## config.mk

```make
export PLATFORM = sky130hd
export DESIGN_NAME = button_conditioner
export DESIGN_NICKNAME = d
export VERILOG_FILES = /design/src/rtl/button_conditioner.sv
export SDC_FILE = /design/constraint.sdc
export NUM_CORES = 1
export LEC_CHECK = 0
export ABC_AREA = 1
export CELL_PAD_IN_SITES_DETAIL_PLACEMENT = 1
export CELL_PAD_IN_SITES_GLOBAL_PLACEMENT = 2
export CORE_UTILIZATION = 38
export CTS_BUF_LIST = sky130_fd_sc_hd__clkbuf_2
export CTS_CLUSTER_DIAMETER = 200
export CTS_CLUSTER_SIZE = 30
export DETAILED_ROUTE_END_ITERATION = 6
export MAX_ROUTING_LAYER = met4
export PLACE_DENSITY_LB_ADDON = 0.08
export RECOVER_POWER = 100
export SKIP_LAST_GASP = 1
export SYNTH_ARGS = -nofsm -noshare
export SYNTH_HDL_FRONTEND = slang
export SYNTH_SLANG_ARGS = --single-unit
```

## constraint.sdc

```tcl
create_clock -name clk -period 2.1 [get_ports clk]
set_input_delay 0.315 -clock clk [delete_from_list [all_inputs] [get_ports clk]]
set_output_delay 0.315 -clock clk [all_outputs]
set_load 0.005 [all_outputs]
```

## src/rtl/button_conditioner.sv

```systemverilog
// button_conditioner: turns raw, bouncy, active-low push-button pins into
// clean synchronous debounced active-low levels, plus a one-cycle press pulse
// for every button channel. Channels are fully independent of each other.
//
// Optional feature: define BTN_REPEAT_EN to enable auto-repeat press pulses.
// When BTN_REPEAT_EN is defined, a button that stays held first repeats after
// REPEAT_DELAY cycles and then every REPEAT_PERIOD cycles.
// Without BTN_REPEAT_EN, the REPEAT_* parameters only affect the counter width.
module button_conditioner #(
  parameter int NUM_BTN         = 4,
  parameter int DEBOUNCE_CYCLES = 500000,
  parameter int REPEAT_DELAY    = 25000000,
  parameter int REPEAT_PERIOD   = 5000000
) (
  input  logic               clk,
  input  logic               rst_n,
  input  logic [NUM_BTN-1:0] btn_raw_n,
  output logic [NUM_BTN-1:0] btn_n,
  output logic [NUM_BTN-1:0] press_p
);

  // The counter is wide enough for the largest terminal count, so it never wraps.
  localparam int MAX_AB  = (DEBOUNCE_CYCLES > REPEAT_DELAY) ? DEBOUNCE_CYCLES : REPEAT_DELAY;
  localparam int MAX_CNT = (MAX_AB > REPEAT_PERIOD) ? MAX_AB : REPEAT_PERIOD;
  localparam int CW      = $clog2(MAX_CNT + 1);

  localparam logic [CW-1:0] DEB_LAST = CW'(DEBOUNCE_CYCLES - 1);

  typedef enum logic [1:0] {
    ST_RELEASED,
    ST_PRESS_CHK,
    ST_PRESSED,
    ST_RELEASE_CHK
  } state_e;

  logic [NUM_BTN-1:0] sync1_q, sync1_d;
  logic [NUM_BTN-1:0] sync2_q, sync2_d;
  logic [NUM_BTN-1:0] btn_n_q, btn_n_d;
  logic [NUM_BTN-1:0] press_p_q, press_p_d;
  state_e             state_q [NUM_BTN];
  state_e             state_d [NUM_BTN];
  logic [CW-1:0]      cnt_q   [NUM_BTN];
  logic [CW-1:0]      cnt_d   [NUM_BTN];

`ifdef BTN_REPEAT_EN
  localparam logic [CW-1:0] REP_DELAY_LAST  = CW'(REPEAT_DELAY - 1);
  localparam logic [CW-1:0] REP_PERIOD_LAST = CW'(REPEAT_PERIOD - 1);

  logic [CW-1:0]      rep_cnt_q   [NUM_BTN];
  logic [CW-1:0]      rep_cnt_d   [NUM_BTN];
  logic [NUM_BTN-1:0] rep_first_q, rep_first_d;
`endif

  // Two-flop synchroniser per channel; the second stage is the sampled level.
  always_comb begin
    sync1_d = btn_raw_n;
    sync2_d = sync1_q;
  end

  // Per-channel debounce FSM, counters and output register next-state logic.
  always_comb begin
    state_d   = state_q;
    cnt_d     = cnt_q;
    btn_n_d   = btn_n_q;
    press_p_d = '0;
`ifdef BTN_REPEAT_EN
    for (int unsigned i = 0; i < NUM_BTN; i++) begin
      rep_cnt_d[i] = '0;
    end
    rep_first_d = '1;
`endif
    for (int unsigned i = 0; i < NUM_BTN; i++) begin
      unique case (state_q[i])
        ST_RELEASED: begin
          btn_n_d[i] = 1'b1;
          if (!sync2_q[i]) begin
            state_d[i] = ST_PRESS_CHK;
            cnt_d[i]   = CW'(1);
          end
        end
        ST_PRESS_CHK: begin
          if (sync2_q[i]) begin
            state_d[i] = ST_RELEASED;
            cnt_d[i]   = '0;
          end else if (cnt_q[i] == DEB_LAST) begin
            state_d[i]   = ST_PRESSED;
            cnt_d[i]     = '0;
            btn_n_d[i]   = 1'b0;
            press_p_d[i] = 1'b1;
          end else begin
            cnt_d[i] = cnt_q[i] + CW'(1);
          end
        end
        ST_PRESSED: begin
          btn_n_d[i] = 1'b0;
          if (sync2_q[i]) begin
            state_d[i] = ST_RELEASE_CHK;
            cnt_d[i]   = CW'(1);
          end
`ifdef BTN_REPEAT_EN
          // Staying held: first repeat after the delay, then on the period.
          else if (rep_first_q[i]) begin
            if (rep_cnt_q[i] == REP_DELAY_LAST) begin
              press_p_d[i]   = 1'b1;
              rep_first_d[i] = 1'b0;
            end else begin
              rep_cnt_d[i] = rep_cnt_q[i] + CW'(1);
            end
          end else begin
            rep_first_d[i] = 1'b0;
            if (rep_cnt_q[i] == REP_PERIOD_LAST) begin
              press_p_d[i] = 1'b1;
            end else begin
              rep_cnt_d[i] = rep_cnt_q[i] + CW'(1);
            end
          end
`endif
        end
        ST_RELEASE_CHK: begin
          if (!sync2_q[i]) begin
            state_d[i] = ST_PRESSED;
            cnt_d[i]   = '0;
          end else if (cnt_q[i] == DEB_LAST) begin
            state_d[i] = ST_RELEASED;
            cnt_d[i]   = '0;
            btn_n_d[i] = 1'b1;
          end else begin
            cnt_d[i] = cnt_q[i] + CW'(1);
          end
        end
        default: begin
          state_d[i] = ST_RELEASED;
          cnt_d[i]   = '0;
          btn_n_d[i] = 1'b1;
        end
      endcase
    end
  end

  // State registers; reset puts every channel in RELEASED with outputs idle.
  always_ff @(posedge clk or negedge rst_n) begin
    if (!rst_n) begin
      sync1_q   <= '1;
      sync2_q   <= '1;
      btn_n_q   <= '1;
      press_p_q <= '0;
      for (int unsigned i = 0; i < NUM_BTN; i++) begin
        state_q[i] <= ST_RELEASED;
        cnt_q[i]   <= '0;
      end
    end else begin
      sync1_q   <= sync1_d;
      sync2_q   <= sync2_d;
      btn_n_q   <= btn_n_d;
      press_p_q <= press_p_d;
      state_q   <= state_d;
      cnt_q     <= cnt_d;
    end
  end

`ifdef BTN_REPEAT_EN
  // Repeat timers: held at zero/first-phase whenever a channel is not PRESSED.
  always_ff @(posedge clk or negedge rst_n) begin
    if (!rst_n) begin
      rep_first_q <= '1;
      for (int unsigned i = 0; i < NUM_BTN; i++) begin
        rep_cnt_q[i] <= '0;
      end
    end else begin
      rep_first_q <= rep_first_d;
      rep_cnt_q   <= rep_cnt_d;
    end
  end
`endif

  assign btn_n   = btn_n_q;
  assign press_p = press_p_q;

endmodule

```

==> flow_summary_export.csv, run 1 <==
group,metric,value,unit
run_status,status,"complete, but fails checks",
run_status,violations,"capacitance limit, slew limit",
critical_path,cp_top_family,"buffers and inverters",
synthesis,syn_inst,1052,
critical_path,startpoint_type,"flop",
sta,tightest_slew,1570,ps
hold_path,hold_class,"flop to flop",
pwr,irDropWorstVdd,0.000510,V
die,start_util,39.2,%
die,io_pins,14,
global_route,grt_pass1_wl,35100,um
sta,period_share,94.9,%
detailed_routing,post_drt_wl_per_cell,14.9,um
sta,final-setup-viol-count,0,
global_route,globalRouteOverflowTotal,0,
synthesis,syn_area,7710,um^2
synthesis,synth.top_cells.by_count,"276 x nand2_1, 158 x nor2_1, 126 x inv_1",
detailed_routing,viasPerCell,4.97,
detailed_routing,ant_nets,0,
synthesis,syn-num-nets,1078,
clock_tree,clk_pin_slew_worst_paths,190,ps
critical_path,path_cells,"dlygate4sd3_1",
synthesis,synth-seq-cells,124,
clock_tree,htree_levels,4,
global_route,grt_max_degree,58,
synthesis,synth_top_family_by_area,"simple AND/OR/NAND/NOR gates",
place,dp_hpwl,15800,um
die,die_width,144,um
synthesis,synth.area.mux_share,0.130,%
detailed_routing,wl,20600,um
sta,final.min_clock_period,1990,ps
clock_tree,cts_buffer_depth,2,
sta,rsz0062_at_grt,"no",
sta,setup_tns,0,ps
synthesis,synth_fa_ha_area_share,3.25,%
critical_path,slowest_stage,"dlygate4sd3_1",
detailed_routing,drc_errors,0,
critical_path,end_kind,"output port",
place,gp_congestion,0.814,
critical_path,worst-path-buf-inv,1,
layout,multi_input_area,3940,um^2
synthesis,synthFlopType,"dfrtp_1",
global_route,grt_pass1_vias,7088,
global_route,grt_usage,22.2,%
die,rows,51,
synthesis,yosysMostFrequentCell,"nand2_1",
clock_tree,clock-root-buffer,"clkbuf_2",
synthesis,synth_edf_count,0,
synthesis,yosysTopAreaCell,"dfrtp_1",
die,core_area,19700,um^2
critical_path,arrival,1680,ps
synthesis,synth_top_area_share,36.4,%
critical_path,path_class,"flop to output port",
detailed_routing,drt_iter0_drc,226,
synthesis,synth.area.top_cells,"dfrtp_1 36%, nand2_1 13%, nor2_1 7.7%",
pwr,power_density,796,nW/um^2
sta,fin_ws,107,ps
synthesis,synthSimpleGateAreaFrac,37.7,%
synthesis,synth_warnings,0,
place,dpl_worst_slack,112,ps
place,placed_cell_area,8260,um^2
sta,hold_viol,0,
detailed_routing,via_count,6847,
sta,maxSlewHeadroom,-4.62,%
place,io_buffers,13,
synthesis,synthArstFlopShare,100,%
layout,ff_latch_area,3120,um^2
layout,fin_util,43.1,%
clock_tree,cts.sink_count,124,
pwr,cellLeakagePower,3.73,nW
sta,skew,32.0,ps
run,maxCapViolCount,1,
detailed_routing,drtPass1Iterations,4,
global_route,antenna_found_initial,1,
layout,area_growth_syn_to_layout,9.92,%
synthesis,synthXorXnorAreaFrac,2.61,%
clock_tree,clock_latency,730,ps
sta,slew_violations,57,
critical_path,worstPathMaxFanout,1,
clock_tree,cts_buffers,17,
critical_path,cp_data_required_time,1780,ps
sta,fmax,502,MHz
layout,drive_gt1_share,11.1,%
synthesis,synth-compound-area-share,8.24,%
synthesis,synth_area_per_cell,7.33,um^2
layout,final_nets,1124,
clock_tree,cts_tree,"yes",
sta,hold_slack,369,ps
layout,final_cell_area,8470,um^2
synthesis,synth.distinct_cells,43,
layout,fillCellCount,2597,
die,dieArea,20900,um^2
critical_path,critical-path-max-stage-delay,570,ps
die,die_h,144,um
synthesis,yosysSeqAreaShare,40.4,%
where the power goes:
part | total, mW | internal [mW] | switching, mW
Sequential | 2.84 | 2.63 | 0.210
Clock | 1.67 | 0.662 | 1.01
Combinational | 2.23 | 0.757 | 1.48
Total | 6.74 | 4.05 | 2.70
kinds of logic (layout without fill, tap and decap cells):
family | after synthesis | in the layout
adder cells (fa/ha/maj) | 20 | 20
AND/OR/NAND/NOR | 641 | 641
XOR/XNOR | 23 | 23
AO/OA/AOI/OAI | 99 | 99
buffers and inverters | 144 | 203
flip-flops | 124 | 124
multiplexers | 1 | 1
other | 0 | 1
metrics by stage:
step / cells / total power, mW
final: 1377 / 6.74
after global routing: 1377 / 7.27
after CTS: 1376 / 6.99
after detailed placement: 1338 / 5.26
after global placement: 1338 / 5.20
after floorplan: 1052 / 4.46
area by class of cell:
type / instances / area share, %
clock buffer: 17 / 1.00
multi-input combinational: 784 / 46.4
sequential: 124 / 36.8
timing repair buffer: 39 / 3.91
clock inverter: 15 / 2.05
tap: 265 / 3.91
inverter: 132 / 5.85
antenna: 1 / 0.0295
registers in the layout (all words and copies together) (netlist names), named ones only:
register  cells
state_q       4
btn_n         4
cnt_q       100
sync2_q       4
sync1_q       4
press_p       4
layout by cell type (no fill, tap or decap), types with 2 or more instances in the layout:
| cell type | n |
|---|---|
| o21ai_2 | 5 |
| inv_1 | 127 |
| a31oi_1 | 3 |
| ha_1 | 20 |
| nor2_2 | 18 |
| a21oi_4 | 2 |
| xor2_1 | 16 |
| nor4_1 | 3 |
| xnor2_1 | 7 |
| a21oi_1 | 26 |
| o21ai_0 | 43 |
| o22ai_1 | 7 |
| dlygate4sd3_1 | 10 |
| o21bai_1 | 6 |
| nor3_1 | 29 |
| nand3_2 | 3 |
| inv_2 | 5 |
| buf_12 | 2 |
| dfrtp_1 | 112 |
| nand2_1 | 276 |
| nand3_1 | 80 |
| clkinv_1 | 3 |
| clkbuf_1 | 3 |
| clkinv_4 | 5 |
| nor3_2 | 2 |
| dfstp_1 | 3 |
| clkdlybuf4s50_1 | 3 |
| dlygate4sd2_1 | 4 |
| clkbuf_2 | 22 |
| clkinvlp_4 | 2 |
| nor2_4 | 9 |
| nor2_1 | 158 |
| dfstp_2 | 9 |
| nand4_1 | 40 |
| bufinv_16 | 3 |
| nand2_2 | 16 |
| buf_4 | 12 |
routing by layer:
| layer | up-vias | global-route usage (%) | routed length, um |
|---|---|---|---|
| met5 | - | - | 0 |
| met4 | 0 | 5.48 | 211 |
| met3 | 18 | 3.34 | 338 |
| met2 | 36 | 35.1 | 9600 |
| met1 | 3306 | 29.6 | 10400 |
| li1 | 3487 | - | - |
final timing paths:
kind,from,end,slack (ps),depth (start not counted)
worst max-delay path,press_p[3]$_DFF_PN0_,press_p[3],110,1
worst min-delay path,sync1_q[0]$_DFF_PN1_,sync2_q[0]$_DFF_PN1_,370,0
worst max register to register,state_q[4]$_DFFE_PN0P_,cnt_q[70]$_DFFE_PN0P_,210,8
worst min register to register,sync1_q[0]$_DFF_PN1_,sync2_q[0]$_DFF_PN1_,370,0
max in group asynchronous,rst_n,sync1_q[0]$_DFF_PN1_,410,3
min in group asynchronous,rst_n,cnt_q[8]$_DFFE_PN0P_,480,2
what timing repair did:
item | in CTS | in global routing
buffers inserted | 1 | 0
gates resized for setup | 4 | 2
hold buffers | 5 | 0
hold endpoints to repair | 115 | 0
endpoints found under the setup margin | 4 | 16
Note: power is estimated with default switching activity, not from simulation.
==> inputs of run 2 (changes only) <==
--- a/config.mk
+++ b/config.mk
@@ -8,7 +8,7 @@
 export ABC_AREA = 1
 export CELL_PAD_IN_SITES_DETAIL_PLACEMENT = 1
 export CELL_PAD_IN_SITES_GLOBAL_PLACEMENT = 2
-export CORE_UTILIZATION = 38
+export CORE_UTILIZATION = 41
 export CTS_BUF_LIST = sky130_fd_sc_hd__clkbuf_2
 export CTS_CLUSTER_DIAMETER = 200
 export CTS_CLUSTER_SIZE = 30
==> constraint.sdc (replaced) <==
create_clock -name clk -period 2.4 [get_ports clk]
set_input_delay 0.36 -clock clk [delete_from_list [all_inputs] [get_ports clk]]
set_output_delay 0.36 -clock clk [all_outputs]
set_load 0.005 [all_outputs]
==> flow_summary_export.csv, run 2 (synthesis results as in run 1) <==
group,metric,value,unit
detailed_routing,via_count,6862,
sta,final-setup-viol-count,0,
pwr,pwr-share-clk,24.8,%
die,die_h,139,um
critical_path,path_class,"flop to output port",
critical_path,cp_data_required_time,2040,ps
layout,layout_common_cells,"281 x nand2_1, 166 x nor2_1, 128 x inv_1",
clock_tree,cts.sink_count,124,
die,core_area,18200,um^2
sta,fin_ws,192,ps
pwr,combPwrFrac,32.1,%
layout,drive_gt1_share,9.88,%
hold_path,worstHoldStart,"sync1_q[1]$_DFF_PN1_",
critical_path,end_kind,"output port",
detailed_routing,drtPass1Iterations,7,
die,dieArea,19400,um^2
pwr,irDropWorstVdd,0.000400,V
place,placed_cell_area,8150,um^2
die,rows,49,
detailed_routing,drt_iter0_drc,357,
critical_path,path_cells,"dlygate4sd3_1",
global_route,grt_pass1_wl,36500,um
sta,hold_viol,0,
critical_path,worstPathMaxFanout,2,
clock_tree,htree_levels,4,
sta,tightest_slew,1300,ps
layout,ff_latch_area,3120,um^2
critical_path,worst-path-buf-inv,1,
detailed_routing,drc_errors,1,
layout,final_common_cell,"nand2_1",
sta,setup_tns,0,ps
hold_path,whs_endpoint,"sync2_q[1]$_DFF_PN1_",
place,gp_congestion,0.833,
die,io_pins,14,
pwr,p_switching,2.29,mW
layout,final_nets,1116,
global_route,grt_pass1_vias,7339,
place,dp_hpwl,15800,um
detailed_routing,post_drt_wl_per_cell,15.5,um
sta,final.min_clock_period,2210,ps
critical_path,r2r_slack,230,ps
place,dpl_worst_slack,320,ps
clock_tree,holdBufCountCts,5,
pwr,swShare,39.6,%
global_route,globalRouteOverflowTotal,0,
place,dpl.cell_count,1295,
run,maxCapViolCount,0,
pwr,internal_power,3.48,mW
sta,slew_violations,0,
pwr,power_density,693,nW/um^2
pwr,p_seq_share,43.1,%
hold_path,hold_depth,0,
layout,largest_register_ffs,100,
critical_path,ff2ff_path_depth,8,
critical_path,critical-path-max-stage-delay,580,ps
sta,fmax,453,MHz
detailed_routing,ant_nets,0,
layout,fillCellCount,2392,
detailed_routing,viasPerCell,5.15,
pwr,cellLeakagePower,3.68,nW
die,die_width,139,um
clock_tree,cts_buffer_depth,2,
place,io_buffers,13,
critical_path,rr_startpoint,"state_q[4]$_DFFE_PN0P_",
die,start_util,42.3,%
hold_path,hold_class,"flop to flop",
global_route,grt_max_degree,46,
layout,area_growth_syn_to_layout,8.02,%
layout,multi_input_area,3900,um^2
layout,fin_util,45.7,%
sta,period_share,92.0,%
clock_tree,cts_buffers,17,
clock_tree,clock-root-buffer,"clkbuf_2",
sta,skew,39.7,ps
critical_path,cp_top_family,"flip-flops",
run_status,status,"complete, but fails checks",
clock_tree,clock_latency,710,ps
global_route,grt_usage,24.1,%
clock_tree,cts_tree,"yes",
critical_path,slowest_stage,"dfstp_2",
layout,final_cell_area,8330,um^2
detailed_routing,wl,20700,um
clock_tree,clk_pin_slew_worst_paths,210,ps
run_status,violations,"DRC",
global_route,antenna_found_initial,1,
clock_tree,cts_resized,0,
sta,rsz0062_at_grt,"no",
critical_path,arrival,1850,ps
layout,stdcell_count,1333,
clock_tree,post_cts_buffers,0,
layout,top_register,"cnt_q",
critical_path,startpoint_type,"flop",
sta,maxSlewHeadroom,13.1,%
critical_path,reg2reg_to,"cnt_q[52]$_DFFE_PN0P_",
[run 2: cell types whose count changed in the layout (fill, tap and decap cells not counted), moves of 2 or more]
| cell | previous run | this run |
|---|---|---|
| nand2_1 | 276 | 281 |
| nand3_1 | 80 | 77 |
| buf_4 | 12 | 9 |
| dlygate4sd3_1 | 10 | 15 |
| nor2_2 | 18 | 13 |
| dlygate4sd2_1 | 4 | 0 |
| nor2_1 | 158 | 166 |
| o21ai_0 | 43 | 41 |
| o21ai_2 | 5 | 8 |
| nand3_2 | 3 | 5 |
| nand2_2 | 16 | 12 |
| nor2_4 | 9 | 7 |
| clkinv_4 | 5 | 1 |
| clkbuf_1 | 3 | 1 |
[run 2: stage by stage]
stage / hold slack (ps) / power, mW
global route: 382 / 6.23
CTS: 95.3 / 5.97
floorplan: 64.4 / 3.90
detailed placement: 331 / 4.51
finish: 362 / 5.77
global placement: 335 / 4.46
[run 2: worst max-delay path by stage]
stage	from	end	slack, ps	cells past startpoint
3_5_place_dp	state_q[2]$_DFFE_PN0P_	cnt_q[49]$_DFFE_PN0P_	320	10
6_report	btn_n[1]$_DFFE_PN1P_	btn_n[1]	190	1
2_1_floorplan	state_q[4]$_DFFE_PN0P_	cnt_q[67]$_DFFE_PN0P_	770	9
5_1_grt	cnt_q[75]$_DFFE_PN0P_	cnt_q[90]$_DFFE_PN0P_	30	10
4_1_cts	btn_n[3]$_DFFE_PN1P_	btn_n[3]	190	1
3_3_place_gp	state_q[2]$_DFFE_PN0P_	cnt_q[49]$_DFFE_PN0P_	420	10
[run 2: final cells by class]
type | count | area share [%]
antenna | 1 | 0.0300
clock buffer | 20 | 1.20
clock inverter | 12 | 1.76
inverter | 132 | 5.95
multi-input combinational | 784 | 46.9
sequential | 124 | 37.4
tap | 229 | 3.44
timing repair buffer | 31 | 3.32
[run 2: routing by layer]
layer  global-route usage, %  vias up  share of wire [%]
li1                        -     3461                  -
met1                    32.4     3339                 50
met2                    38.5       49                 47
met3                    3.83       13                1.9
met4                    4.74        0               0.87
met5                       -        -                  0
[run 2: worst reg2reg max path, delay by kind of cell (launching register included)]
| family | cells | cell delay, ps |
|---|---|---|
| flops | 1 | 470 |
| simple gates | 3 | 710 |
| fa+ha+maj | 1 | 210 |
| buf+inv | 2 | 300 |
| compound gates | 2 | 400 |
[run 2: power by group through the flow]
stage               combinational [mW]  clock (mW)  sequential (mW)
floorplan                         1.41           0             2.49
global placement                  1.93           0             2.53
detailed placement                1.98           0             2.53
CTS                               1.99        1.48             2.50
global route                      2.15        1.56             2.52
finish                            1.85        1.43             2.49
==> inputs of run 3 (changes only) <==
--- a/config.mk
+++ b/config.mk
@@ -5,14 +5,14 @@
 export SDC_FILE = /design/constraint.sdc
 export NUM_CORES = 1
 export LEC_CHECK = 0
-export ABC_AREA = 1
 export CELL_PAD_IN_SITES_DETAIL_PLACEMENT = 1
 export CELL_PAD_IN_SITES_GLOBAL_PLACEMENT = 2
-export CORE_UTILIZATION = 41
+export CORE_UTILIZATION = 46
 export CTS_BUF_LIST = sky130_fd_sc_hd__clkbuf_2
 export CTS_CLUSTER_DIAMETER = 200
 export CTS_CLUSTER_SIZE = 30
 export DETAILED_ROUTE_END_ITERATION = 6
+export DONT_BUFFER_PORTS = 1
 export MAX_ROUTING_LAYER = met4
 export PLACE_DENSITY_LB_ADDON = 0.08
 export RECOVER_POWER = 100
==> flow_summary_export.csv, run 3 <==
group,metric,value,unit
clock_tree,clock_latency,760,ps
synthesis,synth_edf_count,0,
die,dieArea,15800,um^2
critical_path,slowest_stage,"or4_4",
layout,drive_gt1_share,13.3,%
sta,hold_viol,124,
synthesis,syn-num-nets,797,
sta,period_share,95.8,%
synthesis,synth_warnings,0,
run_status,violations,"DRC, hold timing",
place,placed_cell_area,7430,um^2
layout,final_nets,830,
detailed_routing,drc_errors,2,
die,core_area,14700,um^2
critical_path,end_kind,"flop",
global_route,globalRouteOverflowTotal,0,
synthesis,synth-compound-area-share,12.6,%
synthesis,yosysTopAreaCell,"dfrtp_1",
layout,top_register,"cnt_q",
pwr,power_density,831,nW/um^2
sta,setup_tns,0,ps
detailed_routing,drt_iter0_drc,251,
sta,maxSlewHeadroom,59.8,%
clock_tree,holdBufCountCts,4,
detailed_routing,ant_nets,0,
place,gp_congestion,0.833,
detailed_routing,drtPass1Iterations,6,
synthesis,synth_top_area_share,39.9,%
critical_path,cp_data_required_time,3040,ps
die,io_pins,14,
synthesis,synth.area.top_cells,"dfrtp_1 40%, nor2_1 5.0%, dfstp_2 4.5%",
sta,tightest_slew,601,ps
synthesis,synth_fa_ha_area_share,3.56,%
global_route,antenna_found_initial,1,
global_route,grt_max_degree,125,
pwr,p_switching,2.45,mW
synthesis,yosysSeqAreaShare,44.3,%
synthesis,synthXorXnorAreaFrac,6.72,%
synthesis,synth_top_family_by_area,"simple AND/OR/NAND/NOR gates",
die,rows,44,
global_route,grt_pass1_wl,30900,um
layout,layout_common_cells,"112 x dfrtp_1, 94 x nor2_1, 67 x nand2_1",
clock_tree,cts.sink_count,124,
synthesis,synth.top_cells.by_count,"112 x dfrtp_1, 94 x nor2_1, 67 x nand2_1",
synthesis,synthSimpleGateAreaFrac,25.9,%
layout,fillCellCount,1733,
sta,fmax,435,MHz
sta,final-setup-viol-count,0,
detailed_routing,viasPerCell,5.86,
synthesis,synthFlopType,"dfrtp_1",
sta,skew,47.7,ps
critical_path,path_class,"flop to flop",
layout,final_cell_area,7800,um^2
global_route,grt_pass1_vias,6238,
clock_tree,htree_levels,4,
place,io_buffers,0,
clock_tree,clock-root-buffer,"clkbuf_2",
sta,final.min_clock_period,2300,ps
synthesis,synth_area_per_cell,9.12,um^2
critical_path,path_cells,"inv_1 -> ha_1 -> mux2_2 -> or4_4 -> nor3_1 -> xnor2_1 -> nor2_1",
critical_path,r2r_slack,100,ps
synthesis,synthArstFlopShare,100,%
sta,slew_violations,0,
pwr,pwr-share-clk,23.2,%
detailed_routing,via_count,5875,
pwr,p_seq_share,38.9,%
hold_path,hold_class,"primary input to async pin",
pwr,irDropWorstVdd,0.000531,V
detailed_routing,post_drt_wl_per_cell,17.9,um
synthesis,synth.area.mux_share,2.94,%
synthesis,yosysMostFrequentCell,"dfrtp_1",
place,dp_hpwl,11900,um
run_status,status,"complete, but fails checks",
synthesis,synth-seq-cells,124,
run,maxCapViolCount,0,
global_route,grt_usage,25.2,%
pwr,power.total,6.48,mW
layout,area_growth_syn_to_layout,11.0,%
die,die_h,126,um
critical_path,critical-path-max-stage-delay,620,ps
die,start_util,47.8,%
synthesis,synth.distinct_cells,64,
layout,fin_util,53.1,%
critical_path,worstPathMaxFanout,9,
critical_path,reg2reg_to,"cnt_q[94]$_DFFE_PN0P_",
layout,final_common_cell,"dfrtp_1",
pwr,combPwrFrac,37.9,%
pwr,cellLeakagePower,3.31,nW
critical_path,startpoint_type,"flop",
pwr,swShare,37.8,%
clock_tree,clk_pin_slew_worst_paths,220,ps
clock_tree,cts_buffer_depth,2,
detailed_routing,wl,17900,um
layout,largest_register_ffs,100,
synthesis,syn_area,7030,um^2
pwr,internal_power,4.03,mW
critical_path,rr_startpoint,"state_q[6]$_DFFE_PN0P_",
sta,hold_slack,-741,ps
critical_path,arrival,2940,ps
clock_tree,cts_buffers,17,
clock_tree,cts_tree,"yes",
critical_path,ff2ff_path_depth,7,
die,die_width,126,um
synthesis,syn_inst,771,
==> run 3: through the flow <==
stage | cells | setup slack [ps] | hold WS [ps]
detailed placement | 958 | -14.3 | 67.0
global route | 1002 | -0.351 | -833
finish | 1002 | 100 | -741
CTS | 994 | -3.44 | -818
floorplan | 771 | 78.0 | 64.4
global placement | 958 | 91.6 | 66.8
==> run 3: cell families after synthesis <==
logic type,count (synthesis)
fa+ha+maj,20
simple gates,351
flops,124
buf+inv,66
xor+xnor,54
mux,20
compound gates,136
==> run 3: layout make-up <==
| class | count | area, um^2 | area share (%) |
|---|---|---|---|
| repair buffers | 52 | 408 | 5.23 |
| inverters | 28 | 105 | 1.35 |
| clock inverters | 10 | 148 | 1.89 |
| well taps | 184 | 230 | 2.95 |
| clock buffers | 22 | 110 | 1.41 |
| diodes | 1 | 2.50 | 0.0321 |
| flip-flops and latches | 124 | 3120 | 39.9 |
| multi-input cells | 581 | 3680 | 47.2 |
==> run 3: repair_timing <==
action                                  4_1_cts  5_1_grt
resized for setup                             1        7
endpoints found under the hold margin       128      124
pin swaps                                     0        1
endpoints found under the setup margin        3       26
setup buffers                                 0        7
==> run 3: power groups by stage <==
stage / logic, mW / registers, mW / clock network [mW]
after floorplan: 1.68 / 2.50 / 0
after global placement: 2.32 / 2.54 / 0
after detailed placement: 2.43 / 2.57 / 0
after CTS: 2.45 / 2.53 / 1.55
after global routing: 2.74 / 2.56 / 1.63
final: 2.46 / 2.52 / 1.50
==> run 3: layer usage <==
metal	up-vias	part of all wire, %	GRT usage (%)
li1	2838	-	-
met1	2956	48	32.1
met2	62	49	40.7
met3	19	2.4	5.40
met4	0	1.1	7.17
met5	-	0	-
==> run 3: worst max-delay path by stage <==
stage                           start  cells past startpoint  slack [ps]                     to
3_5_place_dp   state_q[6]$_DFFE_PN0P_                      7         -10  cnt_q[98]$_DFFE_PN0P_
6_report       state_q[6]$_DFFE_PN0P_                      7         100  cnt_q[94]$_DFFE_PN0P_
2_1_floorplan    sync2_q[2]$_DFF_PN1_                      6          80  cnt_q[39]$_DFFE_PN0P_
4_1_cts        state_q[6]$_DFFE_PN0P_                      7          -3  cnt_q[95]$_DFFE_PN0P_
5_1_grt        state_q[6]$_DFFE_PN0P_                      7        -0.4  cnt_q[99]$_DFFE_PN0P_
3_3_place_gp   state_q[6]$_DFFE_PN0P_                      7          90  cnt_q[98]$_DFFE_PN0P_
==> run 3: critical path, delay by kind of cell (launching register included) <==
family	cells	cell delay [ps]
fa+ha+maj	1	260
mux	1	310
buf+inv	1	110
flops	1	450
simple gates	3	910
xor+xnor	1	160
==> RTL change (settings of run 3) <==
The parameter `DEBOUNCE_CYCLES` goes from 500000 to 1000000.
--- a/src/rtl/button_conditioner.sv
+++ b/src/rtl/button_conditioner.sv
@@ -9,5 +9,5 @@
 module button_conditioner #(
   parameter int NUM_BTN         = 4,
-  parameter int DEBOUNCE_CYCLES = 500000,
+  parameter int DEBOUNCE_CYCLES = 1000000,
   parameter int REPEAT_DELAY    = 25000000,
   parameter int REPEAT_PERIOD   = 5000000
Behaviour: no difference found for any inputs over 4 cycles, from zero or initial values and one cycle with rst_n low; that may be too few to reach the edited logic, so the function may still have changed.
==> RTL change against run 3 <==
The flow still finishes with violations (DRC, hold timing). Sequential power grew 2%. Worst setup slack lost 0.066 ns. Final area shrank 0.37%. Synthesized area shrank 0.52%. Count of clock-buffer cells in the layout shrank 2. Combinational power grew 2%. Maximum frequency shrank 2.8%. Wire length shrank 1.2%. Sequential share of layout area grew 0.15 points. Global-route usage shrank 0.20 points. Sequential cell count is the same. Total power shrank 3.3%. Critical path depth shrank 2.
==> RTL change: results (changes against run 3) <==
<table>
<tr><th>Metric</th><th>Value</th></tr>
<tr><th colspan="2">Run status</th></tr>
<tr><td>Run status</td><td>finished with violations (unchanged)</td></tr>
<tr><td>Failing checks</td><td>DRC, hold timing (unchanged)</td></tr>
<tr><th colspan="2">Route</th></tr>
<tr><td>Post-route DRC violation count</td><td>2 (unchanged)</td></tr>
<tr><td>Detailed route wirelength on metal3</td><td>455 microns (was 438 microns)</td></tr>
<tr><td>First-pass iteration count of the detailed router</td><td>7 (was 6)</td></tr>
<tr><td>Routed wire length per instance</td><td>17.40 microns (was 17.86 microns)</td></tr>
<tr><td>DR WL met2</td><td>8708 microns (was 8726 microns)</td></tr>
<tr><td>Drt initial violations</td><td>333 (was 251)</td></tr>
<tr><th colspan="2">Critical path</th></tr>
<tr><td>CP max stage cell</td><td>sky130_fd_sc_hd__or4_1 (was sky130_fd_sc_hd__or4_4)</td></tr>
<tr><td>Capturing point of the worst reg2reg path</td><td>btn_n[0]$_DFFE_PN1P_ (was cnt_q[94]$_DFFE_PN0P_)</td></tr>
<tr><th colspan="2">Layout</th></tr>
<tr><td>ClkCell Share</td><td>0.02574 (was 0.03302)</td></tr>
<tr><td>Count of buffers not belonging to the clock network in the layout</td><td>56 (was 52)</td></tr>
<tr><td>Share of final-layout standard cells stronger than drive strength 1</td><td>0.1346 (was 0.1334)</td></tr>
<tr><td>Number of inverters outside the clock class in the layout</td><td>42 (was 28)</td></tr>
<tr><td>Multi-input logic area</td><td>3633 sq um (was 3684 sq um)</td></tr>
<tr><td>Number of diodes</td><td>0 (was 1)</td></tr>
<tr><th colspan="2">Clocking</th></tr>
<tr><td>Clock latency reported for the late side of the worst-skew pair</td><td>0.70 ns (was 0.76 ns)</td></tr>
<tr><th colspan="2">Synthesis</th></tr>
<tr><td>Syn_nets</td><td>802 (was 797)</td></tr>
<tr><td>Sequential element share of the synthesized area</td><td>0.4456 (was 0.4433)</td></tr>
<tr><td>Share of synthesized cell area in full adder, half adder and majority cells</td><td>0.03577 (was 0.03558)</td></tr>
<tr><th colspan="2">Timing</th></tr>
<tr><td>Worst hold slack across all endpoints</td><td>-0.6689 ns (was -0.7411 ns)</td></tr>
<tr><td>Final hold vios</td><td>124 (unchanged)</td></tr>
<tr><th colspan="2">Global routing</th></tr>
<tr><td>Total routing resource utilization after global routing</td><td>0.2505 (was 0.2525)</td></tr>
<tr><td>Wire length of the first global-routing pass</td><td>30840 microns (was 30920 microns)</td></tr>
<tr><td>Vias in the first global route</td><td>6315 (was 6238)</td></tr>
<tr><th colspan="2">Placed design</th></tr>
<tr><td>Weighted congestion reported at the end of routability-driven placement</td><td>0.8133 (was 0.8328)</td></tr>
</table>
RTL change: worst max path at each step:
stage	start	slack, ns	cells after the start	endpoint
5_1_grt	cnt_q[81]$_DFFE_PN0P_	-0.05	6	btn_n[0]$_DFFE_PN1P_
3_3_place_gp	cnt_q[81]$_DFFE_PN0P_	0.06	5	btn_n[0]$_DFFE_PN1P_
6_report	cnt_q[81]$_DFFE_PN0P_	0.03	5	btn_n[0]$_DFFE_PN1P_
4_1_cts	cnt_q[83]$_DFFE_PN0P_	0.0003	5	btn_n[0]$_DFFE_PN1P_
2_1_floorplan	cnt_q[81]$_DFFE_PN0P_	0.05	5	btn_n[0]$_DFFE_PN1P_
3_5_place_dp	cnt_q[95]$_DFFE_PN0P_	0.009	6	state_q[6]$_DFFE_PN0P_
RTL change: where the power goes:
part	total, mW	leakage (nW)	internal, mW	switching, mW
sequential	2.57	1.65	2.33	0.240
clock	1.18	0.129	0.375	0.802
combinational	2.52	1.45	1.00	1.52
